[config.mk]
export PLATFORM = sky130hd
export DESIGN_NAME = fetch_stage
export DESIGN_NICKNAME = d
export VERILOG_FILES = /design/src/rtl/mips_pkg.sv /design/src/rtl/if_id_reg.sv /design/src/rtl/fetch_stage.sv
export SDC_FILE = /design/constraint.sdc
export NUM_CORES = 1
export LEC_CHECK = 0
export CORE_ASPECT_RATIO = 0.6
export CORE_MARGIN = 4
export CORE_UTILIZATION = 50
export DETAILED_ROUTE_END_ITERATION = 10
export GPL_TIMING_DRIVEN = 0
export PLACE_DENSITY_LB_ADDON = 0.2
export SLEW_MARGIN = 10
export SYNTH_ARGS = -nofsm -noshare
export SYNTH_HDL_FRONTEND = slang
export SYNTH_HIERARCHICAL = 1
export SYNTH_SLANG_ARGS = --single-unit
[constraint.sdc]
create_clock -name clk -period 2.4 [get_ports clk]
set_input_delay 0.36 -clock clk [delete_from_list [all_inputs] [get_ports clk]]
set_output_delay 0.36 -clock clk [all_outputs]
set_load 0.01 [all_outputs]
[src/rtl/mips_pkg.sv]
// Shared fetch-stage definitions: bubble instruction word and fetch FSM encoding.
package mips_pkg;

    localparam int unsigned DATA_W   = 32;
    localparam logic [31:0] NOP_INST = 32'h0000_0000;

    typedef enum logic [1:0] {
        StIdle = 2'd0,
        StReq  = 2'd1,
        StHold = 2'd2
    } fetch_state_e;

    // True on cycles where decode accepts a new instruction and PC may move.
    function automatic logic fetch_advance(fetch_state_e state, logic ack, logic stall);
        return ((state == StReq) && ack && !stall) || ((state == StHold) && !stall);
    endfunction

endpackage

[src/rtl/if_id_reg.sv]
// IF/ID pipeline register with load and bubble controls; async active-low clear.
module if_id_reg #(
    parameter int unsigned       DATA_W   = 32,
    parameter logic [DATA_W-1:0] NOP_INST = '0
) (
    input  logic              clk,
    input  logic              clr,
    input  logic              load_i,
    input  logic              bubble_i,
    input  logic [DATA_W-1:0] inst_i,
    input  logic [DATA_W-1:0] pc_i,
    input  logic [DATA_W-1:0] ra_i,
    output logic [DATA_W-1:0] inst_o,
    output logic [DATA_W-1:0] pc_o,
    output logic [DATA_W-1:0] ra_o,
    output logic              valid_o
);

    logic [DATA_W-1:0] inst_q, inst_d;
    logic [DATA_W-1:0] pc_q, pc_d;
    logic [DATA_W-1:0] ra_q, ra_d;
    logic              valid_q, valid_d;

    always_comb begin
        inst_d  = inst_q;
        pc_d    = pc_q;
        ra_d    = ra_q;
        valid_d = valid_q;
        if (load_i) begin
            // A bubble still records PC/RA so the slot remains traceable.
            inst_d  = bubble_i ? NOP_INST : inst_i;
            valid_d = !bubble_i;
            pc_d    = pc_i;
            ra_d    = ra_i;
        end
    end

    always_ff @(posedge clk or negedge clr) begin
        if (!clr) begin
            inst_q  <= NOP_INST;
            pc_q    <= '0;
            ra_q    <= '0;
            valid_q <= 1'b0;
        end else begin
            inst_q  <= inst_d;
            pc_q    <= pc_d;
            ra_q    <= ra_d;
            valid_q <= valid_d;
        end
    end

    assign inst_o  = inst_q;
    assign pc_o    = pc_q;
    assign ra_o    = ra_q;
    assign valid_o = valid_q;

endmodule

[src/rtl/fetch_stage.sv]
// Instruction fetch: req/ack to instruction memory, one-entry skid buffer, IF/ID register, stall0.
module fetch_stage
    import mips_pkg::*;
#(
    parameter int unsigned       DATA_W   = 32,
    parameter logic [DATA_W-1:0] NOP_INST = mips_pkg::NOP_INST
) (
    input  logic              clk,
    input  logic              clr,
    input  logic [DATA_W-1:0] PC,
    input  logic [DATA_W-1:0] RA,
    output logic              imem_req,
    output logic [DATA_W-1:0] imem_addr,
    input  logic              imem_ack,
    input  logic [DATA_W-1:0] imem_rdata,
    input  logic              id_stall,
    input  logic              flush,
    output logic              stall0,
    output logic [DATA_W-1:0] INST,
    output logic [DATA_W-1:0] ID_PC,
    output logic [DATA_W-1:0] ID_RA,
    output logic              ID_valid
);

    fetch_state_e state_q, state_d;

    logic [DATA_W-1:0] skid_inst_q, skid_inst_d;
    logic [DATA_W-1:0] skid_pc_q, skid_pc_d;
    logic [DATA_W-1:0] skid_ra_q, skid_ra_d;

    logic              advance;
    logic              capture;
    logic [DATA_W-1:0] load_inst;
    logic [DATA_W-1:0] load_pc;
    logic [DATA_W-1:0] load_ra;

    always_comb begin
        state_d     = state_q;
        skid_inst_d = skid_inst_q;
        skid_pc_d   = skid_pc_q;
        skid_ra_d   = skid_ra_q;
        advance     = fetch_advance(state_q, imem_ack, id_stall);
        capture     = 1'b0;
        imem_req    = 1'b0;
        load_inst   = imem_rdata;
        load_pc     = PC;
        load_ra     = RA;

        unique case (state_q)
            StIdle: begin
                state_d = StReq;
            end
            StReq: begin
                imem_req = 1'b1;
                if (imem_ack && id_stall) begin
                    capture = 1'b1;
                    state_d = StHold;
                end
            end
            StHold: begin
                load_inst = skid_inst_q;
                load_pc   = skid_pc_q;
                load_ra   = skid_ra_q;
                if (!id_stall) begin
                    state_d = StReq;
                end
            end
            default: begin
                state_d = StIdle;
            end
        endcase

        if (capture) begin
            skid_inst_d = imem_rdata;
            skid_pc_d   = PC;
            skid_ra_d   = RA;
        end
    end

    always_ff @(posedge clk or negedge clr) begin
        if (!clr) begin
            state_q     <= StIdle;
            skid_inst_q <= NOP_INST;
            skid_pc_q   <= '0;
            skid_ra_q   <= '0;
        end else begin
            state_q     <= state_d;
            skid_inst_q <= skid_inst_d;
            skid_pc_q   <= skid_pc_d;
            skid_ra_q   <= skid_ra_d;
        end
    end

    // PC is held until decode takes the word, so the address never moves mid-request.
    assign imem_addr = PC;
    assign stall0    = !advance;

    if_id_reg #(
        .DATA_W   (DATA_W),
        .NOP_INST (NOP_INST)
    ) u_if_id_reg (
        .clk      (clk),
        .clr      (clr),
        .load_i   (advance),
        .bubble_i (flush),
        .inst_i   (load_inst),
        .pc_i     (load_pc),
        .ra_i     (load_ra),
        .inst_o   (INST),
        .pc_o     (ID_PC),
        .ra_o     (ID_RA),
        .valid_o  (ID_valid)
    );

endmodule
==> flow_summary.yaml <==
status:
  status: "finished clean"
global_routing:
  grt_use_met1_pct: 30.2
  grt_pass1_wl_um: 35300
  grt_pass1_vias: 6295
  overflow: 0
  antenna_found_initial: 0
  grt_max_degree: 103
  top_usage_layer: "met2"
  grt_util_all_layers_pct: 21.5
  grtUsageMet3_pct: 5.33
  grt_util_met2_pct: 34.2
final_layout:
  n_antenna_cell: 0
  nFillCells: 1273
  area_growth_pct: 35.3
  fin_nets: 982
  layout-drive-gt1-share_pct: 40.0
critical_path:
  max_stage_delay_ns: 0.38
  cpMostUsedCell: "buf_6"
  cp.arrival_ns: 1.86
  path_cells: "nand2b_1 -> buf_6 -> buf_6 -> buf_6 -> a21o_1 -> dlygate4sd2_1"
  worstPathRequired_ns: 2.04
  cp_slowest_cell: "dfrtp_1"
  startpoint_type: "flop"
  setup.worst_path.end_class: "primary output"
  worstSetupPathType: "flop to primary output"
  worstPathMaxFanout: 10
logic_synthesis:
  synth_compound_area_share_pct: 2.11
  synth_adder_area_share_pct: 0
  synthSimpleGateAreaFrac_pct: 2.99
  yosysWarnings: 6
  synth_top_family_by_area: "multiplexers"
  ys.flop_type: "dfrtp_1"
  synth_seq_area_share_pct: 53.1
  async_reset_ff_share_pct: 100
  syn-instance-count: 628
  avgSynthCellArea_um2: 14.6
  syn_nets: 729
  synthMuxAreaShare_pct: 34.9
  synth_cell_types: 19
  synth_area_um2: 9190
  ys_ff_latch: 195
  synth_xor_area_share_pct: 0
  synth-edff-count: 0
min_path:
  hp-class: "primary input to async pin"
power:
  vdd_drop_max_v: 0.000416
  power_density_nw_per_um2: 874
  power_mw: 10.9
  p_leak_nw: 5.46
place:
  place.gp.congestion: 0.820
  dp_hpwl_um: 16100
  numPortBuffers: 231
  place_ws_ns: 0.159
flow_run:
  drv_cap: 0
clock_network:
  clkTransAtPathRegs_ns: 0.07
  clkLatencyLatePin_ns: 0.43
  cts_made_buffers: 17
  clockBufferDepth: 2
  cts_sinks: 195
  cts_max_level: 4
  clock-root-buffer: "clkbuf_16"
  cts_tree: "done"
drt:
  dr.pass1.iters: 4
  routedWlPerCell_um: 19.4
  routed-via-count: 5807
  routed_wl_um: 22000
  vias_per_cell: 5.12
  first_iter_violations: 287
  antenna_left: 0
  drcViolationCount: 0
sta:
  max_freq_mhz: 451
  drv_slew: 0
  worst_slew_pin_slew_ns: 0.737
  relSlewSlack_pct: 50.9
  setup-violations-final: 0
  rsz0062_at_grt: "false"
  post-route-period-util_pct: 92.3
  final.min_clock_period_ns: 2.22
  skew_ns: 0.00787
  finalHoldViolCount: 0
  final.setup.worst_slack_ns: 0.184
floorplan:
  die_x_um: 183
  start_util_pct: 50.9
  fp.dieH_um: 113
  coreArea_um2: 18100
  io_pins: 232
  dieArea_um2: 20700
  rows: 38
## worst max-delay path: cells and delay by family, from the launching register on
| family | cells | cell delay, ns |
|---|---|---|
| DFF | 1 | 0.38 |
| AOI/OAI and AO/OA | 1 | 0.15 |
| and+or+nand+nor | 1 | 0.15 |
| buffers and inverters | 4 | 0.75 |
## registers in the layout, indices dropped and copies added, names as in the netlist
register	cells
u_if_id_reg/pc_o	32
u_if_id_reg/valid_o	1
skid_inst_q	32
u_if_id_reg/inst_o	32
state_q	2
u_if_id_reg/ra_o	32
skid_ra_q	32
skid_pc_q	32
## repair_timing
action | CTS | global route
setup endpoints to repair | 1 | 0
hold buffers | 1 | 0
buffers inserted | 1 | 0
resized for setup | 3 | 0
hold endpoints to repair | 64 | 0
## power by group
group | leakage (nW) | switching (mW) | internal (mW)
clock network | 0.271 | 1.29 | 1.51
logic | 2.85 | 1.15 | 2.15
registers | 2.34 | 0.552 | 4.22
total | 5.46 | 2.99 | 7.88
## Yosys cell counts, types with 3 or more instances
| cell type | number | area share, % |
|---|---|---|
| clkbuf_1 | 3 | 0.12 |
| buf_2 | 21 | 1.1 |
| nand3b_1 | 33 | 2.7 |
| mux2_4 | 85 | 14 |
| mux2_2 | 171 | 21 |
| buf_4 | 34 | 2.8 |
| dfrtp_1 | 195 | 53 |
| inv_1 | 33 | 1.3 |
| buf_6 | 12 | 1.5 |
| o21ai_0 | 32 | 1.7 |
## per-stage QoR
stage	area (um2)	cells	util [%]	setup TNS, ns	hold WS [ns]
floorplan	9190	628	-	0	0.0644
global placement	11800	1099	65.3	-1316.46	0.483
detailed placement	11800	1100	65.5	0	0.417
CTS	12400	1134	68.9	0	0.506
global route	12400	1134	68.9	0	0.523
finish	12400	1134	68.9	0	0.505
## worst paths after layout
| kind | startpoint | end | slack, ns | depth (start not counted) |
|---|---|---|---|---|
| max | state_q[0] | stall0 | 0.18 | 6 |
| min | clr | u_if_id_reg/ra_o[22] | 0.51 | 2 |
| max reg2reg | state_q[0] | u_if_id_reg/pc_o[5] | 0.30 | 8 |
| min reg2reg | skid_inst_q[28] | skid_inst_q[28] | 0.51 | 1 |
| max in group asynchronous | clr | skid_inst_q[18] | 0.96 | 3 |
| min in group clk | skid_inst_q[28] | skid_inst_q[28] | 0.51 | 1 |
## metal layers
| metal | routed length, um | vias to the layer above | part of all wire, % |
|---|---|---|---|
| met2 | 10300 | 164 | 47 |
| met4 | 150 | 0 | 0.68 |
| li1 | - | 2663 | - |
| met3 | 1400 | 11 | 6.4 |
| met5 | 0 | - | 0 |
| met1 | 10200 | 2969 | 46 |
## cell families (layout without fill, tap and decap cells)
group,count (synthesis),after routing
muxes,257,257
DFF,195,195
buffers and inverters,103,369
AOI/OAI and AO/OA,37,37
and+or+nand+nor,36,36
## final cells by class
class | count | area (um2) | area share (%)
Sequential cell | 195 | 4880 | 39.2
Multi-Input combinational cell | 330 | 3680 | 29.6
Timing Repair Buffer | 234 | 2360 | 19.0
Buffer | 70 | 513 | 4.12
Clock buffer | 20 | 457 | 3.67
Tap cell | 240 | 300 | 2.41
Clock inverter | 12 | 124 | 0.996
Inverter | 33 | 124 | 0.996
## placed cells by master, fill, tap and decap left out, types with 2 or more instances in the layout
master / netlist / routed
o21ai_0: 32 / 32
mux2_4: 85 / 85
buf_4: 34 / 35
inv_8: 0 / 3
nand3b_1: 33 / 33
clkbuf_16: 0 / 17
inv_1: 33 / 33
clkbuf_1: 3 / 4
clkbuf_8: 0 / 2
clkinvlp_4: 0 / 5
clkdlybuf4s50_1: 0 / 229
dfrtp_1: 195 / 195
buf_6: 12 / 13
buf_2: 21 / 20
mux2_2: 171 / 171
Note: power is estimated with default switching activity, not from simulation.
